[src/rtl/serial_word_pkg.sv]
// ============================================================================
// Module : serial_word_pkg
// Brief  : Shared types, constants and helpers for the serial word receiver.
// Rev    : 1.0  initial release
// ============================================================================
`default_nettype none

package serial_word_pkg;

  typedef enum logic [2:0] {
    IDLE   = 3'd0,
    START  = 3'd1,
    DATA   = 3'd2,
    PARITY = 3'd3,
    STOP   = 3'd4
  } state_e;

  localparam int DATA_BITS = 5;

  // Minimum of 1 so a timer vector is never zero-width.
  function automatic int clog2(input int value);
    int w;
    w = 0;
    for (int i = 0; i < 31; i++) begin
      if ((1 << i) < value) w = i + 1;
    end
    return (w < 1) ? 1 : w;
  endfunction

  function automatic logic parity_check(input logic [DATA_BITS-1:0] data,
                                        input logic                 par,
                                        input logic                 odd);
    return (((^data) ^ par) == odd);
  endfunction

endpackage

`default_nettype wire

[src/rtl/sync_2ff.sv]
// ============================================================================
// Module : sync_2ff
// Brief  : Two-flop synchroniser with configurable reset value.
// Rev    : 1.0  initial release
// ============================================================================
`default_nettype none

module sync_2ff #(
  parameter bit RESET_VAL = 1'b0
) (
  input  logic clk,
  input  logic rst_n,
  input  logic d,
  output logic q
);

  logic r_meta;
  logic r_sync;

  always_ff @(posedge clk or negedge rst_n) begin
    if (!rst_n) begin
      r_meta <= RESET_VAL;
      r_sync <= RESET_VAL;
    end else begin
      r_meta <= d;
      r_sync <= r_meta;
    end
  end

  assign q = r_sync;

endmodule

`default_nettype wire

[src/rtl/serial_word_rx.sv]
// ============================================================================
// Module : serial_word_rx
// Brief  : Deframes start/5 data/parity/stop serial frames into held levels.
// Rev    : 1.0  initial release
// ============================================================================
`default_nettype none

module serial_word_rx
  import serial_word_pkg::*;
#(
  parameter int CLKS_PER_BIT = 16,
  parameter bit PARITY_ODD   = 1'b0
) (
  input  logic clk,
  input  logic rst_n,
  input  logic rx_serial,
  output logic b1,
  output logic b2,
  output logic b3,
  output logic b4,
  output logic b5,
  output logic b_par,
  output logic parity_ok,
  output logic word_valid,
  output logic frame_err,
  output logic busy
);

  localparam int c_tw = clog2(CLKS_PER_BIT);
  localparam logic [c_tw-1:0] c_half_m1 = c_tw'(CLKS_PER_BIT / 2 - 1);
  localparam logic [c_tw-1:0] c_full_m1 = c_tw'(CLKS_PER_BIT - 1);
  localparam logic [2:0]      c_last_idx = 3'(DATA_BITS - 1);

  localparam logic [2:0] c_st_idle   = IDLE;
  localparam logic [2:0] c_st_start  = START;
  localparam logic [2:0] c_st_data   = DATA;
  localparam logic [2:0] c_st_parity = PARITY;
  localparam logic [2:0] c_st_stop   = STOP;

  logic w_rst_n;
  logic w_rx_s;

  logic [2:0]           r_state;
  logic [c_tw-1:0]      r_timer;
  logic [2:0]           r_idx;
  logic [DATA_BITS-1:0] r_shift;
  logic                 r_par_hold;
  logic                 r_stop_fire;
  logic                 r_stop_bit;

  logic [DATA_BITS-1:0] r_word;
  logic                 r_b_par;
  logic                 r_parity_ok;
  logic                 r_word_valid;
  logic                 r_frame_err;

  // Reset asserts asynchronously, releases two clocks after rst_n rises.
  sync_2ff #(.RESET_VAL(1'b0)) u_rst_sync (
    .clk   (clk),
    .rst_n (rst_n),
    .d     (1'b1),
    .q     (w_rst_n)
  );

  sync_2ff #(.RESET_VAL(1'b1)) u_rx_sync (
    .clk   (clk),
    .rst_n (w_rst_n),
    .d     (rx_serial),
    .q     (w_rx_s)
  );

  always_ff @(posedge clk or negedge w_rst_n) begin
    if (!w_rst_n) begin
      r_state     <= c_st_idle;
      r_timer     <= '0;
      r_idx       <= '0;
      r_shift     <= '0;
      r_par_hold  <= 1'b0;
      r_stop_fire <= 1'b0;
      r_stop_bit  <= 1'b0;
    end else begin
      r_stop_fire <= 1'b0;
      case (r_state)
        c_st_idle: begin
          if (!w_rx_s) begin
            r_state <= c_st_start;
            r_timer <= '0;
          end
        end
        c_st_start: begin
          if (r_timer == c_half_m1) begin
            r_timer <= '0;
            r_idx   <= '0;
            r_state <= w_rx_s ? c_st_idle : c_st_data;
          end else begin
            r_timer <= r_timer + c_tw'(1);
          end
        end
        c_st_data: begin
          if (r_timer == c_full_m1) begin
            r_timer        <= '0;
            r_shift[r_idx] <= w_rx_s;
            if (r_idx == c_last_idx) begin
              r_state <= c_st_parity;
            end else begin
              r_idx <= r_idx + 3'd1;
            end
          end else begin
            r_timer <= r_timer + c_tw'(1);
          end
        end
        c_st_parity: begin
          if (r_timer == c_full_m1) begin
            r_timer    <= '0;
            r_par_hold <= w_rx_s;
            r_state    <= c_st_stop;
          end else begin
            r_timer <= r_timer + c_tw'(1);
          end
        end
        c_st_stop: begin
          if (r_timer == c_full_m1) begin
            r_timer     <= '0;
            r_stop_fire <= 1'b1;
            r_stop_bit  <= w_rx_s;
            r_state     <= c_st_idle;
          end else begin
            r_timer <= r_timer + c_tw'(1);
          end
        end
        default: begin
          r_state <= c_st_idle;
          r_timer <= '0;
        end
      endcase
    end
  end

  // Held word only changes on a completed frame with a good stop bit.
  always_ff @(posedge clk or negedge w_rst_n) begin
    if (!w_rst_n) begin
      r_word       <= '0;
      r_b_par      <= 1'b0;
      r_parity_ok  <= ~PARITY_ODD;
      r_word_valid <= 1'b0;
      r_frame_err  <= 1'b0;
    end else begin
      r_word_valid <= 1'b0;
      r_frame_err  <= 1'b0;
      if (r_stop_fire) begin
        if (r_stop_bit) begin
          r_word       <= r_shift;
          r_b_par      <= r_par_hold;
          r_parity_ok  <= parity_check(r_shift, r_par_hold, PARITY_ODD);
          r_word_valid <= 1'b1;
        end else begin
          r_frame_err  <= 1'b1;
        end
      end
    end
  end

  assign b1         = r_word[0];
  assign b2         = r_word[1];
  assign b3         = r_word[2];
  assign b4         = r_word[3];
  assign b5         = r_word[4];
  assign b_par      = r_b_par;
  assign parity_ok  = r_parity_ok;
  assign word_valid = r_word_valid;
  assign frame_err  = r_frame_err;
  assign busy       = (r_state != c_st_idle);

endmodule

`default_nettype wire

[config.mk]
export PLATFORM = sky130hd
export DESIGN_NAME = serial_word_rx
export DESIGN_NICKNAME = d
export VERILOG_FILES = /design/src/rtl/serial_word_pkg.sv /design/src/rtl/sync_2ff.sv /design/src/rtl/serial_word_rx.sv
export SDC_FILE = /design/constraint.sdc
export NUM_CORES = 1
export LEC_CHECK = 0
export CAP_MARGIN = 20
export CELL_PAD_IN_SITES_DETAIL_PLACEMENT = 0
export CELL_PAD_IN_SITES_GLOBAL_PLACEMENT = 1
export CORE_UTILIZATION = 45
export CTS_CLUSTER_SIZE = 10
export DETAILED_ROUTE_END_ITERATION = 10
export PLACE_DENSITY = 0.89
export SLEW_MARGIN = 20
export SYNTH_ARGS = -nofsm -noshare
export SYNTH_HDL_FRONTEND = slang
export SYNTH_SLANG_ARGS = --single-unit
export TNS_END_PERCENT = 20
[constraint.sdc]
create_clock -name clk -period 1.3 [get_ports clk]
set_clock_uncertainty 0.05 [all_clocks]
set_input_delay 0.26 -clock clk [delete_from_list [all_inputs] [get_ports clk]]
set_output_delay 0.26 -clock clk [all_outputs]
set_load 0.02 [all_outputs]
==> flow_summary_export.csv, run 1 <==
group,metric,value,unit
clocking,cts-root-buf,"clkbuf_4",
clocking,clk_pin_slew,0.09,ns
grt,track_usage,20.4,%
clocking,cts_buffers,5,
floorplan,initial_core_util,49.4,%
sta,finalSetupViolations,17,
status,violations,"design-rule violations, negative setup slack",
floorplan,rows,19,
status,status,"finished with violations",
detailed_routing,via_per_inst,5.43,
synthesis,syn_nets,126,
setup_path,start_kind,"flip-flop",
clocking,cts_tree,"built",
min_path,hold_path_class,"input port to async pin",
floorplan,dieWidth,58.0,um
cells_and_area,drive_above_1_share,45.5,%
synthesis,yosysWarnings,0,
synthesis,synth_cell_type_count,36,
placement,place.gp.congestion,0.842,
setup_path,worstSetupEndpointType,"flip-flop",
synthesis,synth_seq_area_share,55.3,%
grt,grt_overflow,0,
floorplan,ioPinCount,13,
setup_path,cp-startpoint,"r_state[0]$_DFFE_PN0P_",
setup_path,crit_required,1.47,ns
clocking,clk_latency,0.33,ns
setup_path,r2r_start,"r_state[0]$_DFFE_PN0P_",
synthesis,syn_area,1410,sq um
sta,rsz0062_at_grt,"yes",
cells_and_area,antenna_cells,0,
sta,finalHoldViolCount,0,
clocking,cts.sinks,31,
grt,grt_max_degree,30,
setup_path,worstSetupPathType,"flip-flop to flip-flop",
synthesis,synth_top_cell_area_share,49.7,%
synthesis,synth_commonest_cells,"dfrtp_1 (28), mux2_1 (12), nand2_1 (12)",
floorplan,dieArea,3360,sq um
synthesis,netlist_instances,120,
synthesis,synth_edf_count,0,
sta,clock.fmax,559,MHz
cells_and_area,nFillCells,235,
synthesis,synthTopCellsByArea,"dfrtp_1 (50%), mux2_1 (9.6%), dfstp_2 (5.6%)",
synthesis,ys_async_sr_fraction,100,%
detailed_routing,wl_per_cell,14.5,um
placement,post-place-ws,-0.533,ns
setup_path,rrSetupSlack,-0.49,ns
cells_and_area,area_delta_synth_final,33.9,%
setup_path,arrival,1.96,ns
sta,fin_crit,1.79,ns
detailed_routing,dr.first_iter.drc_count,29,
placement,hpwl,1.93,mm
grt,antenna_found_initial,0,
cells_and_area,num-nets-final,170,
job,maxCapViolCount,0,
grt,grt_pass1_wl,5.02,mm
sta,finalSetupTns,-5.14,ns
placement,io_buffers,12,
clocking,clockBufferDepth,2,
power_and_ir_drop,vdd_ir_drop_max,0.00120,V
setup_path,path_max_fanout,4,
floorplan,design.core.area,2850,sq um
synthesis,ys_ff_latch,31,
power_and_ir_drop,power.leakage,0.914,nW
sta,timing.final.crit_share,138,%
detailed_routing,drt_wl_total,2.85,mm
detailed_routing,firstDrtPassIters,7,
power_and_ir_drop,power.density,1340,nW/um^2
synthesis,synth.largest_area_cell,"dfrtp_1",
synthesis,synth.most_common_cell,"dfrtp_1",
sta,report.final.slew_viol_count,0,
detailed_routing,drcViolationCount,2,
floorplan,die_y,58.0,um
detailed_routing,num_vias,1064,
detailed_routing,drtAntennaViolNets,0,
synthesis,synth_flop_cell,"dfrtp_1",
sta,fin_ws,-0.489,ns
grt,grt_pass1_vias,1128,
clocking,htree_levels,2,
synthesis,synth.avg_cell_area,11.8,sq um
report_power, final:
part / switching [W] / internal (W) / total, W
Sequential: 0.0000408 / 0.00103 / 0.00107
Combinational: 0.000311 / 0.000361 / 0.000672
Clock: 0.000331 / 0.000454 / 0.000785
Total: 0.000683 / 0.00185 / 0.00253
through the flow:
stage,cells,utilization [%],power [W],cell area [sq um],hold WS (ns)
finish,196,66.2,0.00253,1890,0.0359
global route,196,66.2,0.00265,1890,0.0166
CTS,195,66.2,0.00249,1890,0.0204
detailed placement,186,60.9,0.00161,1740,0.202
global placement,186,60.9,0.00159,1740,0.202
floorplan,120,-,0.00140,1410,-0.0856
critical path, stage by stage (launching register included):
cell and delay (ns):
dfrtp_1 0.40, or3b_4 0.40, or3_4 0.37, nor3_2 0.14
mux2_4 0.32
final timing paths:
| path | to | depth (start not counted) |
|---|---|---|
| max | r_shift[0]$_DFFE_PN0P_ | 4 |
| min | u_rst_sync.q$_DFF_PN0_ | 1 |
| max reg2reg | r_shift[0]$_DFFE_PN0P_ | 4 |
| min reg2reg | r_stop_bit$_DFFE_PN0P_ | 1 |
| max in group asynchronous | parity_ok$_DFFE_PN1P_ | 1 |
| min in group clk | u_rx_sync.r_meta$_DFF_PN1_ | 1 |
per-layer routing:
layer,part of all wire [%],track usage (%),up-vias
met5,0,0,-
met4,3.2,8.84,0
met3,4.9,6.03,10
met2,50,35.3,27
met1,41,23.3,518
li1,-,-,509
layout by cell type, fill, tap and decap left out, types with 2 or more instances in the layout:
cell type	Yosys	layout
dfrtp_1	28	28
buf_4	1	23
nand2_1	12	11
mux2_1	12	10
buf_2	0	7
o21ai_1	6	6
xnor2_1	5	5
clkbuf_4	0	5
buf_6	1	5
inv_1	4	4
nand3_1	4	4
nor2_1	7	4
nor3_2	4	4
or3_4	1	3
dfstp_2	3	3
nor2_2	0	2
o21ai_2	0	2
a211oi_2	0	2
mux2_2	2	2
or2_4	0	2
mux2_4	0	2
ha_1	3	2
clkdlybuf4s50_1	0	2
clkbuf_2	0	2
sequential cells by signal (all words and copies together) (netlist names):
name,cells
r_shift,5
r_word,5
r_timer,4
r_idx,3
r_state,3
b_par,1
frame_err,1
parity_ok,1
r_par_hold,1
r_stop_bit,1
r_stop_fire,1
u_rst_sync.q,1
u_rst_sync.r_meta,1
u_rx_sync.q,1
u_rx_sync.r_meta,1
word_valid,1
layout make-up:
cell class              count  area [sq um]  area share (%)
clock buffers               6          51.3            2.72
clock inverters             2          35.0            1.86
inverters                   5          18.8           0.994
multi-input cells          82           671            35.5
flip-flops and latches     31           779            41.3
well taps                  31          38.8            2.05
repair buffers             39           294            15.6
timing repair:
item | 4_1_cts | 5_1_grt
hold buffers | 0 | 0
gates resized for setup | 50 | 17
setup buffers | 1 | 1
hold endpoints to repair | 0 | 0
setup endpoints to repair | 27 | 26
pin swaps | 4 | 0
cells by family after synthesis:
logic type / Yosys count / synth area share, %
XOR/XNOR: 6 / 3.73
AO/OA/AOI/OAI: 19 / 8.52
adder cells (fa/ha/maj): 3 / 2.66
buffers and inverters: 7 / 2.66
other: 1 / 0.266
flip-flops: 31 / 55.3
AND/OR/NAND/NOR: 38 / 15.0
multiplexers: 15 / 11.9
Note: power is estimated with default switching activity, not from simulation.
==> run 2: changes to the inputs <==
- clock period: 1.3 -> 1.9 ns (I/O delays scaled with it)
==> run 2 against run 1 <==
  * The run ends with design-rule violations left
  * Cell area is 9.9% lower
  * Via count decreased by 8.8%
  * Sequential power fell by 29%
  * Sequential share of layout area grew 4.6 points
  * Clock power down 32%
  * Largest power group unchanged
==> flow_summary_export.csv, run 2 (synthesized netlist as in run 1, its figures left out) <==
group,metric,value,unit
detailed_routing,dr_wl_met2,1.11,mm
cells_and_area,fin_cells,177,
clocking,cts.sinks,31,
cells_and_area,finish.utilization,59.6,%
cells_and_area,num-nets-final,151,
sta,fin_crit,1.84,ns
sta,rsz0062_at_grt,"yes",
cells_and_area,mostFrequentLayoutCells,"dfrtp_1 (28), nand2_1 (12), mux2_1 (12), clkdlybuf4s50_1 (10), buf_4 (8)",
sta,finalHoldViolCount,0,
cells_and_area,reg.largest.list,"r_shift x5, r_word x5, r_timer x4",
min_path,hold_path_class,"input port to async pin",
detailed_routing,top_layer_used,"met4",
placement,hpwl,1.65,mm
grt,grt_max_degree,30,
detailed_routing,drt-met1-wl,992,um
clocking,cts_hold_buffers,0,
setup_path,arrival,2.01,ns
grt,grt_pass1_wl,4.24,mm
floorplan,die_y,58.0,um
placement,place.gp.congestion,0.869,
clocking,clk_pin_slew,0.10,ns
cells_and_area,final_area,1700,sq um
detailed_routing,dr.first_iter.drc_count,35,
cells_and_area,antenna_cells,0,
power_and_ir_drop,swShare,26.1,%
sta,report.final.slew_viol_count,0,
sta,clock.fmax,543,MHz
cells_and_area,drive_above_1_share,20.5,%
grt,grt_overflow,0,
grt,antenna_found_initial,0,
cells_and_area,mostFrequentLayoutCell,"dfrtp_1",
sta,finalSetupTns,0,ns
floorplan,design.core.area,2850,sq um
clocking,cts-root-buf,"clkbuf_4",
placement,dpl_cell_area,1610,sq um
grt,grt_pass1_vias,982,
floorplan,dieArea,3360,sq um
grt,track_usage,17.0,%
detailed_routing,num_vias,970,
power_and_ir_drop,pwr-share-seq,48.9,%
power_and_ir_drop,vdd_ir_drop_max,0.000537,V
clocking,clk_latency,0.32,ns
setup_path,crit_required,2.06,ns
detailed_routing,wl_per_cell,12.8,um
status,violations,"design-rule violations",
clocking,clockBufferDepth,2,
job,maxCapViolCount,0,
clocking,cts_tree,"built",
power_and_ir_drop,switchingPower,0.000404,W
detailed_routing,drtAntennaViolNets,0,
placement,dp.cells,169,
power_and_ir_drop,power.density,911,nW/um^2
setup_path,worstSetupEndpointType,"flip-flop",
placement,io_buffers,12,
floorplan,ioPinCount,13,
setup_path,start_kind,"flip-flop",
clocking,postCtsSetupBuffers,0,
clocking,htree_levels,2,
sta,timing.final.crit_share,96.9,%
cells_and_area,area_delta_synth_final,20.6,%
detailed_routing,route.met3.wl,95,um
detailed_routing,drt_wl_total,2.27,mm
floorplan,initial_core_util,49.4,%
power_and_ir_drop,power.internal,0.00115,W
sta,finalSetupViolations,0,
setup_path,path_max_fanout,6,
detailed_routing,via_per_inst,5.48,
clocking,cts_buffers,5,
floorplan,dieWidth,58.0,um
power_and_ir_drop,p_clk_share,34.5,%
detailed_routing,drcViolationCount,1,
status,status,"finished with violations",
power_and_ir_drop,power.leakage,0.797,nW
setup_path,worstSetupPathType,"flip-flop to flip-flop",
detailed_routing,firstDrtPassIters,9,
floorplan,rows,19,
power_and_ir_drop,p_comb_share,16.6,%
setup_path,r2r.worst_path.cells,4,
cells_and_area,nFillCells,244,
run 2: metrics by stage:
| step | total power, W | setup WS [ns] | hold WS (ns) |
|---|---|---|---|
| after global routing | 0.00163 | -0.0126 | 0.146 |
| after detailed placement | 0.00104 | 0.0592 | 0.197 |
| after floorplan | 0.000955 | 0.0502 | 0.0344 |
| final | 0.00155 | 0.0580 | 0.154 |
| after CTS | 0.00157 | 0.0305 | 0.142 |
| after global placement | 0.00102 | 0.0989 | 0.196 |
run 2: power groups by stage:
stage	logic [W]	clock network (W)	registers [W]
after floorplan	0.000199	0	0.000756
after global placement	0.000258	0	0.000766
after detailed placement	0.000266	0	0.000770
after CTS	0.000266	0.000552	0.000757
after global routing	0.000285	0.000578	0.000767
final	0.000257	0.000535	0.000758
run 2: repair_timing:
action,CTS,global route
resized for setup,4,3
endpoints found under the setup margin,2,4
pin swaps,0,0
cloned,0,0
run 2: final timing paths:
| kind | from | end | slack [ns] |
|---|---|---|---|
| max in group asynchronous | u_rst_sync.q$_DFF_PN0_ | u_rx_sync.q$_DFF_PN1_ | 1.30 |
| min in group clk | u_rst_sync.r_meta$_DFF_PN0_ | u_rst_sync.q$_DFF_PN0_ | 0.31 |
| setup / recovery | r_state[0]$_DFFE_PN0P_ | r_shift[0]$_DFFE_PN0P_ | 0.06 |
| setup reg to reg | r_state[0]$_DFFE_PN0P_ | r_shift[0]$_DFFE_PN0P_ | 0.06 |
| hold reg to reg | u_rst_sync.q$_DFF_PN0_ | frame_err$_DFF_PN0_ | 0.19 |
| hold / removal | rst_n | u_rst_sync.r_meta$_DFF_PN0_ | 0.15 |
run 2: final cells by class:
| type | count | area (sq um) | area share [%] |
|---|---|---|---|
| clock buffer | 6 | 51.3 | 3.02 |
| clock inverter | 2 | 35.0 | 2.06 |
| inverter | 5 | 18.8 | 1.10 |
| multi-input combinational | 82 | 603 | 35.5 |
| sequential | 31 | 779 | 45.8 |
| tap | 31 | 38.8 | 2.28 |
| timing repair buffer | 20 | 174 | 10.2 |
run 2: worst max-delay path, cell delays in order, from the launching register on:
cell,delay (ns)
dfrtp_1,0.44
or3b_4,0.41
or3_4,0.38
nor3_2,0.13
mux2_1,0.33
run 2: layer usage:
| layer | track usage (%) | up-vias |
|---|---|---|
| li1 | - | 468 |
| met1 | 19.5 | 470 |
| met2 | 28.7 | 23 |
| met3 | 4.02 | 9 |
| met4 | 10.2 | 0 |
| met5 | 0 | - |
==> variant, RTL diff (settings of run 2) <==
Register the outputs `b1`, `b2`, `b3`, `b4`, `b5` and `busy`, with the module's reset; this adds one clock of latency there. The other outputs are not delayed to match.
--- a/src/rtl/serial_word_rx.sv
+++ b/src/rtl/serial_word_rx.sv
@@ -162,7 +162,2 @@
 
-  assign b1         = r_word[0];
-  assign b2         = r_word[1];
-  assign b3         = r_word[2];
-  assign b4         = r_word[3];
-  assign b5         = r_word[4];
   assign b_par      = r_b_par;
@@ -171,3 +166,19 @@
   assign frame_err  = r_frame_err;
-  assign busy       = (r_state != c_st_idle);
+  always_ff @(posedge clk or negedge w_rst_n) begin
+    if (!w_rst_n) begin
+      b1   <= '0;
+      b2   <= '0;
+      b3   <= '0;
+      b4   <= '0;
+      b5   <= '0;
+      busy <= '0;
+    end else begin
+      b1   <= r_word[0];
+      b2   <= r_word[1];
+      b3   <= r_word[2];
+      b4   <= r_word[3];
+      b5   <= r_word[4];
+      busy <= (r_state != c_st_idle);
+    end
+  end
 
Formal check against the unedited RTL: not equivalent (Yosys sat finds a counterexample within 10 cycles, from zero or initial values and one cycle with rst_n low).
==> variant against run 2 <==
  * Wire length grew 15%
  * Area after synthesis grew 15%
  * Sequential cell count increased by 6
  * Worst setup slack better by 0.067 ns
  * Die area up 14%
  * Final area rose by 10%
  * Maximum frequency is 3.8% higher
  * Count of clock-buffer cells in the layout unchanged
  * Via count increased by 10%
  * Non-clock buffer count unchanged
Power is not compared: it rests on default switching activity, and its combinational part moved more than twofold at a synthesized area within 25%.
==> variant: results (changes against run 2) <==
Status
  • Status: finished clean

Yosys
  • Distinct cell type count after synthesis: 35 (-2.8%)
  • Synth area leaders: dfrtp_1 (53%), mux2_2 (9.0%), dfstp_2 (4.9%)
  • Post-synth ARST share: 100.0% (unchanged)
  • Synth Instances: 136 (+13%)
  • Post-synthesis sequential area ratio: 57.46% (+2.2 points)
  • Post-synth top cells: dfrtp_1 (34), mux2_2 (13), o21ai_0 (10)

Route
  • DR pass1 iterations: 4 (-5)
  • WL per Instance: 12.87 microns (+0.37%)
  • Via count: 1068 (+10%)
  • WL final: 2613 microns (+15%)
  • First DRT Iteration DRCs: 36 (+2.9%)

CTS
  • Clk slew on worst S/H paths: 0.10 ns (about the same)
  • TritonCTS buffer count: 5 (unchanged)
  • Clock root buffer: clkbuf_4
  • Setup Buffers After CTS: 0 (unchanged)
  • Post_cts resized: 1 (-3)
  • Hold_buf cts: 0 (unchanged)
  • Clock insertion delay at the later pin of the skew report: 0.34 ns (+0.02 ns)
  • Number of H-tree levels: 2 (unchanged)

Timing
  • PnR worst setup slack: 0.1253 ns (+0.06731 ns)
  • Slew Limit Fails: 0 (unchanged)

Power and ir drop
  • Sw Ratio: roughly 33%
  • Peak VDD IR: around 0.53 mV
  • Clock share of power: between 20% and 30%

Worst setup path
  • Crit Path Max Fanout: 6 (unchanged)
  • Worst EP arrival: 1.95 ns (-0.06 ns)
  • Critical path's largest stage delay: about 0.43 ns
  • CP top delay family: simple AND/OR/NAND/NOR gates
  • RR Startpoint: r_state[2]
  • CP max stage cell: or3b_4

Finish
  • Final Net Count: 162 (+7.3%)
  • Layout cell share with drive strength beyond 1: 22.93% (+2.4 points)
  • Biggest regs: r_shift (5), r_word (5), r_timer (4)

Placed design
  • Post-placement cell area: 1821 sq um (+13%)
  • Post-Place Worst Slack: 0.1363 ns (+0.07711 ns)
  • HPWL Detailed: 1819 microns (+10%)
  • Routability cong.: 0.7810 (-10%)
  • Placed cell count: 195 (+15%)

GRT
  • Global-route wire length before repair: 4547 microns (+7.2%)
  • GRT Util Overall: 16.88% (-0.098 points)
  • Largest net degree at the start of global routing: 36 (+20%)
  • Number of global-route vias before repair: 1042 (+6.1%)
variant: cell count changes after synthesis, moves of 5 or more:
cell	run 2	this run
o21ai_1	6	0
nand3_1	4	9
clkbuf_1	0	5
o21ai_0	2	10
mux2_2	2	13
mux2_1	12	2
dfrtp_1	28	34
nand2_1	12	6
variant: path summary, 6_finish.rpt:
| check | endpoint |
|---|---|
| worst max-delay path | r_shift[2] |
| max in group asynchronous | u_rx_sync.r_meta |
| worst max register to register | r_shift[2] |
| worst min register to register | r_stop_bit |
| worst min-delay path | u_rst_sync.r_meta |
| min in group clk | u_rx_sync.q |
variant: metrics by stage:
stage	total power, mW	hold WS [ns]
6_report	1.916	0.1402
5_1_grt	2.048	0.1163
4_1_cts	1.934	0.1271
3_5_place_dp	1.540	0.2316
3_3_place_gp	1.515	0.2304
2_1_floorplan	1.394	0.03441
variant: cells by family after synthesis:
group / synth area share (%)
AND/OR/NAND/NOR: 14.15
multiplexers: 10.44
buffers and inverters: 3.093
adder cells (fa/ha/maj): 2.320
XOR/XNOR: 4.872
other: 0.2318
AO/OA/AOI/OAI: 7.426
flip-flops: 57.46
variant: worst register-to-register path: stages (launching register included):
cell	delay, ns
dfrtp_1	0.39
or3b_4	0.43
or3_4	0.35
nor3_2	0.12
mux2_1	0.33
variant: final cells by class:
| type | count | area [sq um] |
|---|---|---|
| Fill cell | 291 | 1519 |
| Sequential cell | 37 | 929.6 |
| Multi-Input combinational cell | 88 | 638.1 |
| Timing Repair Buffer | 20 | 178.9 |
| Tap cell | 46 | 57.56 |
| Clock buffer | 6 | 41.29 |
| Inverter | 4 | 15.01 |
| Clock inverter | 2 | 10.01 |
variant: routing by layer:
layer / global-route usage (%) / wire, microns
met1: 19.76 / 1184
met4: 9.524 / 46
met2: 27.05 / 1269
met3: 5.797 / 112
met5: 0 / 0
